`src/rtl/fsm_chk_pkg.sv`:
```
// Shared types and defaults for the fsm response checker.
// The optional signature register is enabled by FSM_CHK_MISR_EN.
package fsm_chk_pkg;

    typedef enum logic [1:0] {
        IDLE,
        ARM,
        RUN,
        DONE
    } chk_state_t;

    localparam int OUT_LEN_DEF = 19;
    localparam int DEPTH_DEF   = 118;
    localparam int IDX_W_DEF   = 7;

    // x^19 + x^5 + x^2 + x + 1, leading term implied by the shift-out bit
    localparam logic [18:0] MISR_TAPS = 19'h00027;

endpackage

```
`src/rtl/fsm_chk_misr.sv`:
```
// Galois-style multiple-input signature register over the DUT output bus.
// Only instantiated when FSM_CHK_MISR_EN is defined.
module fsm_chk_misr
    import fsm_chk_pkg::*;
#(
    parameter int W = OUT_LEN_DEF
) (
    input  logic         i_clk,
    input  logic         i_rst,
    input  logic         i_clr,
    input  logic         i_en,
    input  logic [W-1:0] i_din,
    output logic [W-1:0] o_sig
);

    localparam logic [W-1:0] TAPS = W'(MISR_TAPS);

    logic [W-1:0] r_sig;
    logic [W-1:0] w_fb;

    assign w_fb = r_sig[W-1] ? TAPS : '0;

    always_ff @(posedge i_clk) begin
        if (i_rst || i_clr) begin
            r_sig <= '0;
        end else if (i_en) begin
            r_sig <= {r_sig[W-2:0], 1'b0} ^ w_fb ^ i_din;
        end
    end

    assign o_sig = r_sig;

endmodule

```
`config.mk`:
```
export PLATFORM = sky130hd
export DESIGN_NAME = fsm_chk_misr
export DESIGN_NICKNAME = d
export VERILOG_FILES = /design/src/rtl/fsm_chk_pkg.sv /design/src/rtl/fsm_chk_misr.sv
export SDC_FILE = /design/constraint.sdc
export NUM_CORES = 1
export LEC_CHECK = 0
export BUFFER_PORTS_ARGS = -buffer_cell sky130_fd_sc_hd__buf_4
export CAP_MARGIN = 5
export CELL_PAD_IN_SITES_DETAIL_PLACEMENT = 0
export CELL_PAD_IN_SITES_GLOBAL_PLACEMENT = 1
export CORE_MARGIN = 10
export CORE_UTILIZATION = 36
export CTS_CLUSTER_SIZE = 12
export DETAILED_ROUTE_END_ITERATION = 10
export PLACE_DENSITY_LB_ADDON = 0.1
export SYNTH_ARGS = -nofsm -noshare
export SYNTH_HDL_FRONTEND = slang
export SYNTH_SLANG_ARGS = --single-unit
```
`constraint.sdc`:
```
create_clock -name i_clk -period 1.8 [get_ports i_clk]
set_clock_uncertainty 0.05 [all_clocks]
set_input_delay 0.18 -clock i_clk [delete_from_list [all_inputs] [get_ports i_clk]]
set_output_delay 0.18 -clock i_clk [all_outputs]
set_load 0.03 [all_outputs]
```
* Word level (Yosys, flattened, before mapping) *
Index checks and enable logic that the tools add are counted.

operators by class
  multiplexer cells = 1
  bitwise operators = 2
  reductions and logical operators = 1

operators by type and width
  operator                      count
  bitwise XOR 19 bit            1
  bitwise XOR 19 x 6 -> 19 bit  1
  two-way mux 6 bit             1
  logical OR 1 bit              1

storage, ports and cells
  logic and storage cells = 5
  bits in registers = 19
  input port bits = 23
  output and inout port bits = 19

* Depth between registers and ports, before layout *
  depth after elaboration = 3
  depth in mapped cells = 4
  gate-level depth less buffers = 3

* Worst setup path before layout *
No wires, ideal clock.

  path type = register to register
  start point = register r_sig[1], in the netlist o_sig[1]
  end point = register r_sig[2], in the netlist o_sig[2]
  cell stages (with the launch flop) = 4
  clock period less this slack = 1.112 ns
  data required time = 1.626 ns
  path buffers = 0
  library setup time = 0.124 ns
  data arrival time = 0.938 ns
  setup slack = 0.688 ns
  cell sequence = dfxtp_1 > xnor2_1 > mux2i_1 > o21ai_0

on the way
  cells in the longest elaborated chain, start to end = 2

ends and longest elaborated chain
  element                       RTL line            RTL
  from (decl)                   fsm_chk_misr.sv:18  logic [W-1:0] r_sig;
  from (signal assigned)        fsm_chk_misr.sv:27  r_sig <= {r_sig[W-2:0], 1'b0} ^ w_fb ^ i_din;
  bitwise XOR 19 x 6 -> 19 bit  fsm_chk_misr.sv:27
  bitwise XOR 19 bit            fsm_chk_misr.sv:27

Every way passes these cells.
A chain may end at the register's enable or synchronous reset.

* Worst setup path after layout *
  start point = register r_sig[18], in the netlist o_sig[18]
  end point = output o_sig[18]

RTL lines
  element    RTL line            RTL
  to (decl)  fsm_chk_misr.sv:13  output logic [W-1:0] o_sig

No word-level cell between the ends.

==> results.toml <==
[setup_path]
crit_type = "register to output port"
worst_path_largest_cell_delay_ns = 0.43
gate_family_responsible_for_the_most_delay_along_the_worst_path = "flip-flops"
critical-path-slowest-cell = "dfxtp_1"
timing.critical_path.required_ns = 1.57
setup.worst_path.start_class = "register"
wp_buf_inv = 1
critical_path.cell_chain = "buf_4"
critical_path.max_fanout = 5
worstSetupEndpointType = "output port"
cp_data_arrival_time_ns = 0.92

[drt]
route.met3.wl_um = 181
dr_total_vias = 707
remaining_design_rule_violation_count = 0
route.met2.wl_um = 931
drt-met1-wl_um = 903
avgViaCountPerCell = 4.50
routed_wirelength_um = 2030
top_signal_layer_used = "met4"
drtPass1Iterations = 4
detailedRoute.firstIterationViolations = 33
final_antenna_net_count = 0
avgRoutedWirePerCell_um = 12.9

[layout]
layout.nets = 151
final_util_pct = 50.8
diodes = 0
largest_reg_flops = 19
drive_gt1_share_pct = 44.1
flow.area_growth_from_synthesis_pct = 34.6
nFillCells = 240
post_layout_nonfiller_instances = 157

[clock_network]
cts_tree = "done"
cts_buffers = 3
htreeDepth = 1
clock_tree.root_cell = "clkbuf_4"
cts-resized-gates = 0
clkSlewWorstSetupHoldPaths_ns = 0.10
holdBufCountCts = 0
cts.path.max_buffers = 2
insertion_delay_ns = 0.29
clock_net_sink_count = 19
post_cts_setup_buffer_count = 0

[floorplanning]
initial_utilization_pct = 37.7
die-width_um = 70.7
cell_rows = 18
design.portCount = 42
fp.coreArea_mm2 = 0.00245
die_y_um = 70.7
die_area_mm2 = 0.00500

[sta]
final_min_period_ns = 1.15
timing.max_slew.rel_slack_pct = 44.6
post-route-period-util_pct = 64.0
slew_viol_final = 0
rsz0062_at_grt = "false"
tightest_slew_ns = 0.832
hold_violations_final = 0
setup_viol = 0
totalNegativeSetupSlack_ns = 0
clock.fmax_ghz = 0.869

[place]
placedCellCount = 153
place.gp.congestion = 0.760
port_buffers = 41
detailed_place_hpwl_um = 1540

[job]
maxCapViolations = 0

[synth]
synth.distinct_cells = 14
synthCells = 88
synth.ff_latch_count = 19
synth.cell_area_um2 = 926
synth_area_per_cell_um2 = 10.5
ys_seq_area_share_pct = 41.1
syn_nets = 111
synth_top_cell_by_area = "dfxtp_1"
leading_post_synthesis_cells_by_cell_area = "dfxtp_1 41%, xnor2_1 18%, a211oi_2 14%"
yosysWarnings = 0
synth_top_area_share_pct = 41.1

[min_path]
worst_min_path_class = "input pin to register"

[global_routing]
grt_first_pass_wirelength_um = 3330
grt_pass1_vias = 750
grt_max_degree = 38
gr-total-overflow = 0
grt_util_all_layers_pct = 7.83
grt_antenna_before_repair = 0

[power_and_ir_drop]
power_leakage_nw = 0.493
ir_drop_v = 0.000589
power_per_cell_area_mw_per_mm2 = 702

[outcome]
outcome = "complete, no violations"
-- logic make-up (layout without fill, tap and decap cells) --
logic type | after synthesis | in the layout | synth area share [%]
AOI/OAI and AO/OA | 19 | 19 | 20.0
DFF | 19 | 19 | 41.1
xor gates and xnor gates | 19 | 19 | 18.0
buffers and inverters | 6 | 45 | 5.54
muxes | 3 | 3 | 3.24
and+or+nand+nor | 22 | 22 | 12.2
-- through the flow --
step                power [mW]  hold slack [ns]  setup slack [ns]  cell area [µm²]
detailed placement       0.679            0.433             0.448             1220
global route             0.932            0.109             0.590             1250
global placement         0.677            0.428             0.460             1220
finish                   0.875            0.117             0.649             1250
floorplan                0.604            0.332             0.688              926
CTS                      0.902            0.102             0.626             1250
-- power breakdown --
part	internal, mW	switching, mW	leakage (nW)
registers	0.440	0.0185	0.155
clock network	0.0861	0.123	0.0150
logic	0.101	0.106	0.323
-- per-layer routing --
metal | vias to the layer above | GRT usage (%)
li1 | 378 | -
met2 | 24 | 12.9
met4 | 0 | 1.94
met3 | 2 | 4.60
met5 | - | 0
met1 | 303 | 8.43
-- final cells by class --
cell class / instances / area (µm²) / area share [%]
clock buffers: 4 / 26.3 / 2.11
multi-input cells: 63 / 494 / 39.7
flip-flops and latches: 19 / 380 / 30.5
well taps: 30 / 37.5 / 3.01
repair buffers: 41 / 308 / 24.7
-- path summary, 6_finish.rpt --
path	start	end	slack [ns]	cells after the start
hold / removal	i_din[17]	o_sig[17]	0.12	3
setup reg to reg	o_sig[18]	o_sig[5]	0.71	3
setup / recovery	o_sig[18]	o_sig[18]	0.65	1
hold reg to reg	o_sig[14]	o_sig[14]	0.47	2
-- cells in the mapped netlist --
cell and n:
buf_2 4, or2_1 1, mux2i_1 3, a211oi_1 6
dfxtp_1 19, nor2_1 16, a211oi_2 10, nor4b_2 1
o21ai_0 3, buf_12 1, and4bb_2 1, buf_6 1
nand2b_1 3, xnor2_1 19
-- cell usage in the layout, fill, tap and decap left out, types with 3 or more instances in the layout --
cell type,synthesis,routed
clkbuf_4,0,3
mux2i_1,3,3
a211oi_1,6,6
nand2b_1,3,3
nor2_1,16,16
dfxtp_1,19,19
buf_4,0,41
xnor2_1,19,19
a211oi_2,10,10
o21ai_0,3,3
No activity file was read; power rests on OpenSTA's default activity.
